## src/rtl/cplx_pkg.sv

```systemverilog
// Shared types and constants for the complex accumulate/requantize block.
// Provides the FSM state enum, clog2, accumulator width derivation and the
// default 32-bit signed output bounds.
package cplx_pkg;

    typedef enum logic [1:0] {
        ACCUM = 2'd0,
        ROUND = 2'd1,
        HOLD  = 2'd2
    } state_t;

    localparam int unsigned CPLX_IN_W  = 64;
    localparam int unsigned CPLX_OUT_W = 32;
    localparam int unsigned CPLX_LEN   = 16;
    localparam int unsigned CPLX_SHIFT = 0;

    localparam logic signed [CPLX_OUT_W-1:0] CPLX_OUT_MAX = {1'b0, {(CPLX_OUT_W-1){1'b1}}};
    localparam logic signed [CPLX_OUT_W-1:0] CPLX_OUT_MIN = {1'b1, {(CPLX_OUT_W-1){1'b0}}};

    // Ceiling log2; returns 0 for v <= 1.
    function automatic int unsigned clog2(input int unsigned v);
        int unsigned r;
        r = 0;
        while ((32'd1 << r) < v) begin
            r = r + 1;
        end
        return r;
    endfunction

    // Accumulator wide enough that LEN full-scale samples cannot overflow.
    function automatic int unsigned acc_w(input int unsigned in_w, input int unsigned len);
        return in_w + clog2(len);
    endfunction

endpackage

```

## src/rtl/cplx_accum_requant_if.sv

```systemverilog
// Streaming bus for cplx_accum_requant.
//   in_valid/in_ready/in_re/in_im    : input sample stream (IN_W signed)
//   out_valid/out_ready/out_re/out_im/out_sat : result stream (OUT_W signed)
// slave  = the accumulator block, master = the upstream/downstream driver.
interface cplx_accum_requant_if
    import cplx_pkg::*;
#(
    parameter int unsigned IN_W  = CPLX_IN_W,
    parameter int unsigned OUT_W = CPLX_OUT_W
);

    logic                    in_valid;
    logic                    in_ready;
    logic signed [IN_W-1:0]  in_re;
    logic signed [IN_W-1:0]  in_im;
    logic                    out_valid;
    logic                    out_ready;
    logic signed [OUT_W-1:0] out_re;
    logic signed [OUT_W-1:0] out_im;
    logic                    out_sat;

    modport slave (
        input  in_valid, in_re, in_im, out_ready,
        output in_ready, out_valid, out_re, out_im, out_sat
    );

    modport master (
        output in_valid, in_re, in_im, out_ready,
        input  in_ready, out_valid, out_re, out_im, out_sat
    );

endinterface

```

## src/rtl/round_sat.sv

```systemverilog
// Combinational round-half-up by 2^SHIFT followed by saturation to OUT_W signed.
//   i_acc : ACC_W signed accumulator value
//   o_val : OUT_W signed rounded/saturated result
//   o_sat : result was clipped to the OUT_W range
module round_sat #(
    parameter int unsigned ACC_W = 68,
    parameter int unsigned SHIFT = 0,
    parameter int unsigned OUT_W = 32
) (
    input  logic signed [ACC_W-1:0] i_acc,
    output logic signed [OUT_W-1:0] o_val,
    output logic                    o_sat
);

    // One guard bit so adding the rounding term can never wrap.
    localparam int unsigned EXT_W = ACC_W + 1;
    localparam logic signed [EXT_W-1:0] SAT_MAX = (EXT_W'(1) << (OUT_W - 1)) - EXT_W'(1);
    localparam logic signed [EXT_W-1:0] SAT_MIN = EXT_W'(0) - (EXT_W'(1) << (OUT_W - 1));

    logic signed [EXT_W-1:0] w_ext;
    logic signed [EXT_W-1:0] w_bias;
    logic signed [EXT_W-1:0] w_shr;

    assign w_ext = {i_acc[ACC_W-1], i_acc};

    // Half an output LSB; no bias when there is no shift.
    generate
        if (SHIFT == 0) begin : g_bias_none
            assign w_bias = '0;
        end else begin : g_bias_half
            assign w_bias = EXT_W'(1) << (SHIFT - 1);
        end
    endgenerate

    assign w_shr = (w_ext + w_bias) >>> SHIFT;

    // Clip to the OUT_W signed range and flag it.
    always_comb begin
        o_sat = 1'b0;
        o_val = w_shr[OUT_W-1:0];
        if (w_shr > SAT_MAX) begin
            o_val = SAT_MAX[OUT_W-1:0];
            o_sat = 1'b1;
        end else if (w_shr < SAT_MIN) begin
            o_val = SAT_MIN[OUT_W-1:0];
            o_sat = 1'b1;
        end
    end

endmodule

```

## src/rtl/cplx_accum_requant.sv

```systemverilog
// Accumulates LEN complex products into a wide accumulator, then rounds and
// saturates the sum back to OUT_W signed for feedback into the multiplier array.
//   clk   : rising-edge clock
//   reset : synchronous active-high reset
//   bus   : slave side of cplx_accum_requant_if (input samples, result stream)
module cplx_accum_requant
    import cplx_pkg::*;
#(
    parameter int unsigned LEN   = CPLX_LEN,
    parameter int unsigned SHIFT = CPLX_SHIFT,
    parameter int unsigned IN_W  = CPLX_IN_W,
    parameter int unsigned OUT_W = CPLX_OUT_W
) (
    input  logic                 clk,
    input  logic                 reset,
    cplx_accum_requant_if.slave  bus
);

    localparam int unsigned ACC_W = acc_w(IN_W, LEN);
    localparam int unsigned CNT_W = clog2(LEN);
    localparam int unsigned EXT_W = ACC_W - IN_W;

    state_t                  r_state;
    state_t                  w_state_nxt;
    logic                    r_in_ready;
    logic                    r_out_valid;
    logic                    r_out_sat;
    logic signed [OUT_W-1:0] r_out_re;
    logic signed [OUT_W-1:0] r_out_im;
    logic signed [ACC_W-1:0] r_acc_re;
    logic signed [ACC_W-1:0] r_acc_im;
    logic [CNT_W-1:0]        r_cnt;

    logic                    w_accept;
    logic                    w_last;
    logic                    w_load;
    logic                    w_done;
    logic signed [ACC_W-1:0] w_in_re_x;
    logic signed [ACC_W-1:0] w_in_im_x;
    logic signed [OUT_W-1:0] w_rs_re;
    logic signed [OUT_W-1:0] w_rs_im;
    logic                    w_sat_re;
    logic                    w_sat_im;

    assign w_in_re_x = {{EXT_W{bus.in_re[IN_W-1]}}, bus.in_re};
    assign w_in_im_x = {{EXT_W{bus.in_im[IN_W-1]}}, bus.in_im};

    round_sat #(.ACC_W(ACC_W), .SHIFT(SHIFT), .OUT_W(OUT_W)) u_rs_re (
        .i_acc (r_acc_re),
        .o_val (w_rs_re),
        .o_sat (w_sat_re)
    );

    round_sat #(.ACC_W(ACC_W), .SHIFT(SHIFT), .OUT_W(OUT_W)) u_rs_im (
        .i_acc (r_acc_im),
        .o_val (w_rs_im),
        .o_sat (w_sat_im)
    );

    // Next-state and datapath control.
    always_comb begin
        w_state_nxt = r_state;
        w_accept    = 1'b0;
        w_load      = 1'b0;
        w_done      = 1'b0;
        w_last      = (r_cnt == CNT_W'(LEN - 1));
        case (r_state)
            ACCUM: begin
                // r_in_ready gates the first cycle after reset.
                w_accept = bus.in_valid && r_in_ready;
                if (w_accept && w_last) begin
                    w_state_nxt = ROUND;
                end
            end
            ROUND: begin
                w_load      = 1'b1;
                w_state_nxt = HOLD;
            end
            HOLD: begin
                if (r_out_valid && bus.out_ready) begin
                    w_done      = 1'b1;
                    w_state_nxt = ACCUM;
                end
            end
            default: begin
                w_state_nxt = ACCUM;
            end
        endcase
    end

    // State, accumulator and registered outputs.
    always_ff @(posedge clk) begin
        if (reset) begin
            r_state     <= ACCUM;
            r_in_ready  <= 1'b0;
            r_out_valid <= 1'b0;
            r_out_sat   <= 1'b0;
            r_out_re    <= '0;
            r_out_im    <= '0;
            r_acc_re    <= '0;
            r_acc_im    <= '0;
            r_cnt       <= '0;
        end else begin
            r_state    <= w_state_nxt;
            r_in_ready <= (w_state_nxt == ACCUM);
            if (w_accept) begin
                r_acc_re <= r_acc_re + w_in_re_x;
                r_acc_im <= r_acc_im + w_in_im_x;
                r_cnt    <= w_last ? '0 : r_cnt + CNT_W'(1);
            end
            if (w_load) begin
                r_out_re    <= w_rs_re;
                r_out_im    <= w_rs_im;
                r_out_sat   <= w_sat_re | w_sat_im;
                r_out_valid <= 1'b1;
            end
            if (w_done) begin
                r_out_valid <= 1'b0;
                r_acc_re    <= '0;
                r_acc_im    <= '0;
            end
        end
    end

    assign bus.in_ready  = r_in_ready;
    assign bus.out_valid = r_out_valid;
    assign bus.out_re    = r_out_re;
    assign bus.out_im    = r_out_im;
    assign bus.out_sat   = r_out_sat;

endmodule

```

## src/flat_wrapper.sv

```systemverilog
// flat-port wrapper written by rule: the top's interface ports become plain ports
module cplx_accum_requant_flat import cplx_pkg::*;
#(
    parameter int unsigned LEN   = CPLX_LEN,
    parameter int unsigned SHIFT = CPLX_SHIFT,
    parameter int unsigned IN_W  = CPLX_IN_W,
    parameter int unsigned OUT_W = CPLX_OUT_W
)
  (clk, reset, bus_in_valid, bus_in_re, bus_in_im, bus_out_ready, bus_in_ready, bus_out_valid, bus_out_re, bus_out_im, bus_out_sat);
  cplx_accum_requant_if #(.IN_W(IN_W), .OUT_W(OUT_W)) bus_i ();
  input  logic clk;
  input  logic reset;
  input wire logic [$bits(bus_i.in_valid)-1:0] bus_in_valid;
  input wire logic [$bits(bus_i.in_re)-1:0] bus_in_re;
  input wire logic [$bits(bus_i.in_im)-1:0] bus_in_im;
  input wire logic [$bits(bus_i.out_ready)-1:0] bus_out_ready;
  output wire logic [$bits(bus_i.in_ready)-1:0] bus_in_ready;
  output wire logic [$bits(bus_i.out_valid)-1:0] bus_out_valid;
  output wire logic [$bits(bus_i.out_re)-1:0] bus_out_re;
  output wire logic [$bits(bus_i.out_im)-1:0] bus_out_im;
  output wire logic [$bits(bus_i.out_sat)-1:0] bus_out_sat;
  assign bus_i.in_valid = bus_in_valid;
  assign bus_i.in_re = bus_in_re;
  assign bus_i.in_im = bus_in_im;
  assign bus_i.out_ready = bus_out_ready;
  assign bus_in_ready = bus_i.in_ready;
  assign bus_out_valid = bus_i.out_valid;
  assign bus_out_re = bus_i.out_re;
  assign bus_out_im = bus_i.out_im;
  assign bus_out_sat = bus_i.out_sat;
  cplx_accum_requant #(.LEN(LEN), .SHIFT(SHIFT), .IN_W(IN_W), .OUT_W(OUT_W)) u_core (.clk(clk), .reset(reset), .bus(bus_i));
endmodule
```

## config.mk

```make
export PLATFORM = sky130hd
export DESIGN_NAME = cplx_accum_requant_flat
export DESIGN_NICKNAME = d
export VERILOG_FILES = /design/src/rtl/cplx_pkg.sv /design/src/rtl/cplx_accum_requant_if.sv /design/src/rtl/round_sat.sv /design/src/rtl/cplx_accum_requant.sv /design/src/flat_wrapper.sv
export SDC_FILE = /design/constraint.sdc
export NUM_CORES = 1
export LEC_CHECK = 0
export CORE_UTILIZATION = 50
export CTS_BUF_LIST = sky130_fd_sc_hd__clkbuf_8
export CTS_CLUSTER_SIZE = 30
export DETAILED_ROUTE_END_ITERATION = 7
export PLACE_DENSITY_LB_ADDON = 0.3
export REMOVE_ABC_BUFFERS = 1
export SLEW_MARGIN = 20
export SYNTH_ARGS = -nofsm -noshare
export SYNTH_HDL_FRONTEND = slang
export SYNTH_HIERARCHICAL = 1
export SYNTH_SLANG_ARGS = --single-unit
```

## constraint.sdc

```tcl
create_clock -name clk -period 4.1 [get_ports clk]
set_input_delay 0.82 -clock clk [delete_from_list [all_inputs] [get_ports clk]]
set_output_delay 0.82 -clock clk [all_outputs]
set_load 0.01 [all_outputs]
```

* Word-level counts from Yosys, hierarchy flattened *
Index checks and enable logic that the tools add are counted.

word-level totals
  bits in registers = 209
  bits in latches = 0
  RAM bits = 0
  bits in read-only memories = 0
  input bits = 132
  output and inout port bits = 67
  memories kept = 0

cells by class
  $add $sub $neg = 3
  multiply operators = 0
  div/mod/pow operators = 0
  order comparisons = 4
  eq/ne operators = 3
  shift-type cells = 0
  muxes and demuxes = 16
  bitwise logic cells = 1
  reduce and logical (&&, ||, !) cells = 6

operators with widths
  operator                                                                 number
  68-bit by 64-bit adder with 68-bit output                                2
  68-bit by 32-bit > comparator with 1-bit output (second input constant)  2
  68-bit by 32-bit < comparator with 1-bit output (second input constant)  2
  32-bit two-way mux                                                       4
  1-bit two-way mux                                                        8
  2-bit one-hot mux with 3 select lines                                    1
  4-bit by 1-bit adder with 4-bit output (second input constant)           1
  4-bit == test (second input constant)                                    1
  2-bit logical NOT                                                        2
  2-bit two-way mux                                                        2
  4-bit two-way mux                                                        1
  1-bit logical AND                                                        3
  2-bit by 1-bit == test with 1-bit output (second input constant)         1
  2-bit == test (second input constant)                                    1
  2-bit OR reduction                                                       1
  1-bit bitwise OR                                                         1

* Longest topological paths before layout *
  word-level depth = 5
  gate-level depth with buffers = 12
  mapped depth without buffers = 12

* By module *
Netlist, hierarchy kept.

by module, submodules not included
  module              instances  cells each  area each (sq um)  seq. area each (sq um)
  cplx_accum_requant  1          2108        15479.8            4184.0
  round_sat           2          107         738.2              0.0

* Worst setup path before layout *
Ideal clock, no wire load.

  path type = input to register
  from = in bus_in_im[0]
  to = reg u_core.r_acc_im[64]
  data arrival time = 3.206 ns
  data required time = 3.983 ns
  slack = 0.777 ns
  stages = 12
  cell sequence = ha_1 > fa_1 > a21o_1 > a221oi_2 > a2111o_1 > a31oi_1 > nor2b_1 > o211ai_1 > a21oi_1 > o2111ai_1 > mux2i_1 > nand2_1

on the way
  word-level cells in the longest chain between the ends = 1

ends and longest elaborated chain
  element                                    line                       source
  from (decl)                                flat_wrapper.sv:15         input wire logic [$bits(bus_i.in_im)-1:0] bus_in_im;
  68-bit by 64-bit adder with 68-bit output  cplx_accum_requant.sv:108  r_acc_im <= r_acc_im + w_in_im_x;
  to (signal assigned)                       cplx_accum_requant.sv:108
  to (decl)                                  cplx_accum_requant.sv:31   logic signed [ACC_W-1:0] r_acc_im;

Every way passes these cells.
A chain may end at the register's enable or synchronous reset.

* Worst setup path in the final report *
  from = in bus_in_im[12]
  to = reg u_core.r_acc_im[67]

Same word-level chain as after synthesis.

==> flow_summary.rst <==
.. list-table::
   :header-rows: 1

   * - Metric
     - Value
   * - Share of the yosys chip area belonging to registers
     - 24.7%
   * - Number of levels the H-tree was split into
     - 2
   * - Global-route wire length before repair
     - 89.3 mm
   * - Total iterations of the first detailed-routing run
     - 5
   * - Actual slew at the worst max-slew pin
     - 1.08 ns
   * - Worst r2r path cells
     - 10
   * - Peak fanout along the critical path
     - 10
   * - Period Utilization, post-route
     - 89.6%
   * - Maximum number of pins on one net before global-route repair
     - 82
   * - Hold path cells
     - 2
   * - Synth Area in Adders
     - 10.2%
   * - Cell area after technology mapping
     - 17,000 sq um
   * - Worst-skew pair later-pin latency
     - 0.57 ns
   * - Non-Filler Cell Area, Final
     - 20,400 sq um
   * - Hold Crit Start
     - u_core/bus.out_re[8]$_SDFFE_PP0N_
   * - Outcome
     - finished, final reports clean
   * - Vias in the first global route
     - 17,100
   * - Post-CTS setup buffer count
     - 0
   * - Vertical extent of the die
     - 186 microns
   * - Critical Path Sink Type
     - flip-flop
   * - Power after layout
     - 6.67 mW
   * - Mean Syn Cell Area
     - 7.30 sq um
   * - Die boundary width
     - 186 microns
   * - VDD IR max
     - 221 uV
   * - Share of synthesized flip-flops with an asynchronous set or reset
     - 0%
   * - Inserted Clock Buffers
     - 40
   * - Number of library cell types mapped by synthesis
     - 89
   * - Number of synthesized register bits
     - 209
   * - RePlAce Congestion
     - 0.978
   * - Number of sinks handled by clock tree synthesis
     - 209
   * - Boundary pin count
     - 199
   * - Core Box Area
     - 33,400 sq um
   * - Number of hold buffers added after cts
     - 0
   * - Largest area contributor in the synthesized netlist
     - sky130_fd_sc_hd__dfxtp_1
   * - Quantity of I/O buffers inserted on ports
     - 198
   * - R2R setup slack
     - 0.77 ns
   * - Number of max-cap violations
     - 0
   * - Number of synthesized flops with an enable pin
     - 0
   * - Top-count cell post-synth
     - sky130_fd_sc_hd__nand2_1
   * - Synthesized netlist cell count
     - 2,322
   * - Final setup violation count
     - 0
   * - 1st-iter DRT viols
     - 1,443
   * - Post-CTS resize count
     - 0
   * - Number of nets at the end of the flow
     - 2,771
   * - List of most frequent post-synthesis cells
     - sky130_fd_sc_hd__nand2_1, sky130_fd_sc_hd__a21oi_1, sky130_fd_sc_hd__dfxtp_1, sky130_fd_sc_hd__ha_1, sky130_fd_sc_hd__clkbuf_1
   * - RSZ-0062 raised after global routing
     - false
   * - Die Area
     - 34,700 sq um
   * - Headroom to the max-slew limit
     - 28.1%
   * - Top FF cell, synth
     - sky130_fd_sc_hd__dfxtp_1
   * - Routed wire length per instance
     - 18.8 microns
   * - Post-DRT Antenna Nets
     - 0
   * - Aggregate global-route resource usage
     - 32.1%
   * - Number of hold violations in the final report
     - 0
   * - Kind of critical path
     - in2reg
   * - Growth of design area from synthesis to finish
     - 20.2%
   * - Clock tree from TritonCTS
     - yes
   * - Maximum number of buffers from clock root to sink
     - 3
   * - CTS Root Cell
     - sky130_fd_sc_hd__clkbuf_8
   * - Hold Crit Endpoint
     - u_core/bus.out_re[8]$_SDFFE_PP0N_
   * - Post-detailed-placement half-perimeter wirelength
     - 41.5 mm
   * - Endpoint of the worst register-to-register path
     - u_core/r_acc_im[67]$_SDFFE_PP0P_
   * - Min Tclk post-route
     - 3.67 ns
   * - Path class of the lowest-slack min-delay path
     - reg2reg
   * - Leading post-synthesis cells by cell area
     - sky130_fd_sc_hd__dfxtp_1, sky130_fd_sc_hd__ha_1, sky130_fd_sc_hd__nand2_1
   * - Fraction of final layout cells with drive strength greater than 1
     - 8.11%
   * - Post-Route Utilization
     - 60.9%
   * - Cell area after placement
     - 19,600 sq um
   * - Cell row count
     - 67
   * - Launching point of the worst reg2reg path
     - u_core/r_acc_im[12]$_SDFFE_PP0P_
   * - Synth Area in XOR/XNOR
     - 6.10%
   * - Count of pins over their slew limit
     - 0
   * - Multiplexer fraction of the synthesized cell area
     - 0.177%
   * - Complex-gate fraction of the synthesized area
     - 29.4%
   * - Crit start category
     - input port
   * - Req. time, crit path
     - 4.58 ns
   * - Via-to-Cell Ratio
     - 6.09
   * - Max frequency
     - 0.272 GHz
   * - Total Wirelength
     - 56.1 mm
   * - Final Skew
     - 0.0231 ns
   * - Top cell type's share of synthesized area
     - 24.7%
   * - Count of yosys warnings during synthesis
     - 6
   * - Residual DRC
     - 0
   * - PD cells
     - 327 nW/um^2
   * - Initial antenna violation count
     - 2
   * - Fin worst setup slack
     - 0.427 ns
   * - Critical path arrival
     - 4.15 ns
   * - Combinational family with the most area after synthesis
     - compound AO/OA/AOI/OAI gates
   * - Share of synthesized cell area in and, or, nand and nor gates
     - 24.3%
   * - Grt ovf
     - 0
   * - Clock input transition at the sequential cells of the worst setup and hold paths
     - 0.06 ns
   * - Effective utilization at floorplan
     - 50.7%
   * - Pre-CTS worst setup slack
     - -0.0364 ns
   * - Via count
     - 18,100
   * - Leakage power figure
     - 8.32 nW
==> state kept, by name, indices dropped and copies added, names as in the netlist <==
name / count
u_core/r_acc_re: 68
u_core/r_acc_im: 68
u_core/bus.out_sat: 1
u_core/r_state: 2
u_core/bus.out_im: 32
u_core/bus.out_re: 32
u_core/r_cnt: 4
u_core/bus.out_valid: 1
u_core/bus.in_ready: 1
==> stage by stage <==
| stage | std cells | hold WS (ns) | TNS, ns |
|---|---|---|---|
| finish | 2978 | 0.452 | 0 |
| floorplan | 2161 | 0.448 | -1.91 |
| CTS | 2977 | 0.454 | 0 |
| detailed placement | 2908 | 0.446 | -0.131 |
| global route | 2978 | 0.471 | 0 |
| global placement | 2908 | 0.442 | 0 |
==> layer usage <==
layer / vias up / part of all wire, % / global-route usage (%)
li1: 8862 / - / -
met3: 126 / 7.1 / 5.16
met4: 2 / 3.4 / 13.7
met2: 708 / 45 / 51.7
met1: 8434 / 45 / 42.5
met5: - / 0.023 / 0
==> area by class of cell <==
| type | count | area [sq um] |
|---|---|---|
| fillers | 3071 | 13100 |
| diodes | 1 | 2.50 |
| inverters | 35 | 131 |
| clock buffers | 51 | 702 |
| clock inverters | 18 | 126 |
| flip-flops and latches | 209 | 4180 |
| repair buffers | 299 | 2750 |
| well taps | 448 | 561 |
| multi-input cells | 1917 | 11900 |
==> power breakdown <==
group | switching, mW | internal [mW] | leakage [nW] | total [mW]
sequential | 0.133 | 2.14 | 1.70 | 2.27
combinational | 1.34 | 0.881 | 6.14 | 2.22
clock | 0.943 | 1.24 | 0.473 | 2.18
total | 2.42 | 4.26 | 8.32 | 6.67
==> cell families after synthesis <==
family / count (synthesis)
and+or+nand+nor: 883
DFF: 209
muxes: 3
adders and majority gates: 137
buffers and inverters: 196
xor gates and xnor gates: 118
AOI/OAI and AO/OA: 776
==> worst max path at each step <==
stage	startpoint	to	slack, ns	cells past startpoint
6_report	bus_in_im[12]	u_core/r_acc_im[67]$_SDFFE_PP0P_	0.43	11
2_1_floorplan	bus_in_valid	u_core/r_acc_re[58]$_SDFFE_PP0P_	-0.34	4
3_5_place_dp	bus_in_im[16]	u_core/r_acc_im[65]$_SDFFE_PP0P_	-0.04	13
5_1_grt	bus_in_im[12]	u_core/r_acc_im[67]$_SDFFE_PP0P_	0.18	11
4_1_cts	bus_in_im[16]	u_core/r_acc_im[65]$_SDFFE_PP0P_	0.53	13
3_3_place_gp	bus_in_re[0]	u_core/r_acc_re[44]$_SDFFE_PP0P_	0.006	14
==> worst max-delay path: stages <==
cell and delay (ns):
sky130_fd_sc_hd__clkdlybuf4s50_1 0.41, sky130_fd_sc_hd__ha_1 0.48, sky130_fd_sc_hd__nand4_1 0.18, sky130_fd_sc_hd__nor4_1 0.40
sky130_fd_sc_hd__a21boi_1 0.15, sky130_fd_sc_hd__a21oi_1 0.50, sky130_fd_sc_hd__a31oi_2 0.23, sky130_fd_sc_hd__nor4b_2 0.32
sky130_fd_sc_hd__nor3_1 0.10, sky130_fd_sc_hd__or4_1 0.41, sky130_fd_sc_hd__a21oi_1 0.16
==> layout by cell type, fill, tap and decap left out, drive strengths merged, types with 9 or more instances in the layout <==
cell           Yosys  final
a21oi            308    308
a211oi            14     14
and3              16     16
nand3             35     35
dfxtp            209    209
nand4             72     72
o211ai             9      9
o2bb2ai           64     64
nor3              45     45
a21o              99     99
ha               135    135
buf               44    102
a21boi             9      9
clkbuf           114     51
o21ai            124    124
xor2              47     47
nor4              93     93
nor2             108    108
o21a              13     13
or3               11     11
o21bai            33     33
o31ai             10     10
nand2            452    452
xnor2             71     71
clkdlybuf4s50      0    197
inv               35     46
nor2b             13     13
a31oi             21     21
Power figures use the tool's default switching activity.
==> RTL change (same flow settings) <==
The 3 states of `state_t` get a one-hot encoding in 3 bits.
--- a/src/rtl/cplx_pkg.sv
+++ b/src/rtl/cplx_pkg.sv
@@ -5,6 +5,6 @@
 
-    typedef enum logic [1:0] {
-        ACCUM = 2'd0,
-        ROUND = 2'd1,
-        HOLD  = 2'd2
+    typedef enum logic [2:0] {
+        ACCUM = 3'b001,
+        ROUND = 3'b010,
+        HOLD  = 3'b100
     } state_t;
Function: same outputs for any inputs over 10 cycles, from zero or initial values and one cycle with reset high; not proved beyond that.
==> RTL change against the unedited design <==
  * Setup slack worse by 0.11 ns
  * First-iteration DRC count decreased by 11%
  * Routed wire length down 6.1%
  * Clock power is essentially flat
  * Cell area grew 0.14%
  * Sequential share of layout area up 0.070 points
  * Synthesized cell count decreased by 1.6%
  * Sequential cell count increased by 1
  * Area after synthesis down 1.5%
  * Total power about the same
  * Sequential power about the same
  * Largest cell class unchanged
  * Largest power group unchanged
==> RTL change: results <==
export IMPL_status="finished clean"
export IMPL_first_pass_iters=7
export IMPL_holdCritStartpoint="u_core/bus.out_re[9]$_SDFFE_PP0P_"
export IMPL_p_leak_nw=8.29
export IMPL_reg2reg_slack_ns=0.67
export IMPL_finClkSkew_ns=0.0192
export IMPL_synth_cells=2285
export IMPL_grt_antenna_before_repair=0
export IMPL_grt_pass1_wl_microns=84500
export IMPL_seqPwrFrac_pct=34.0
export IMPL_hold_ws_ns=0.452
export IMPL_top_layer_used="met4"
export IMPL_switching_share_pct=36.0
export IMPL_min_to="u_core/bus.out_re[9]$_SDFFE_PP0P_"
export IMPL_dpl_hpwl_microns=38100
export IMPL_viasPerCell=6.00
export IMPL_numPlacedInstances=2899
export IMPL_worst_pin_slew_ns=0.963
export IMPL_finalNetCount=2768
export IMPL_grt_max_degree=119
export IMPL_arrival_ns=4.22
export IMPL_grtUsageMet2_pct=50.0
export IMPL_crit_fanout=4
export IMPL_antenna_cells=0
export IMPL_place_ws_ns=-0.172
export IMPL_p_int_mw=4.27
export IMPL_ir_drop_uv=243
export IMPL_synthTopCellsByCount="nand2_1 (441), a21oi_1 (324), dfxtp_1 (210)"
[RTL change: cell count changes in the layout (fill, tap and decap cells not counted), sizes merged, moves of 7 or more]
cell | before | now
nor2 | 108 | 122
nand3 | 35 | 47
o21a | 13 | 6
nand4 | 72 | 61
nor4 | 93 | 85
a21o | 99 | 91
nand2 | 452 | 441
xnor2 | 71 | 78
a211o | 8 | 0
nor3 | 45 | 24
buf | 102 | 132
a21oi | 308 | 325
[RTL change: cells by family (layout without fill, tap and decap cells)]
kind of cell / after synthesis / in the layout / share of synthesized area (%)
simple gates: 861 / 861 / 23.8
compound gates: 759 / 759 / 29.3
flops: 210 / 210 / 25.2
mux: 4 / 4 / 0.240
xor+xnor: 123 / 123 / 6.45
buf+inv: 191 / 433 / 4.74
fa+ha+maj: 137 / 137 / 10.4
[RTL change: final cells by class]
type	instances	area [sq um]
fillers	3090	12300
multi-input cells	1884	11700
flip-flops and latches	210	4200
repair buffers	329	2970
clock buffers	49	674
well taps	442	553
clock inverters	21	150
inverters	34	128
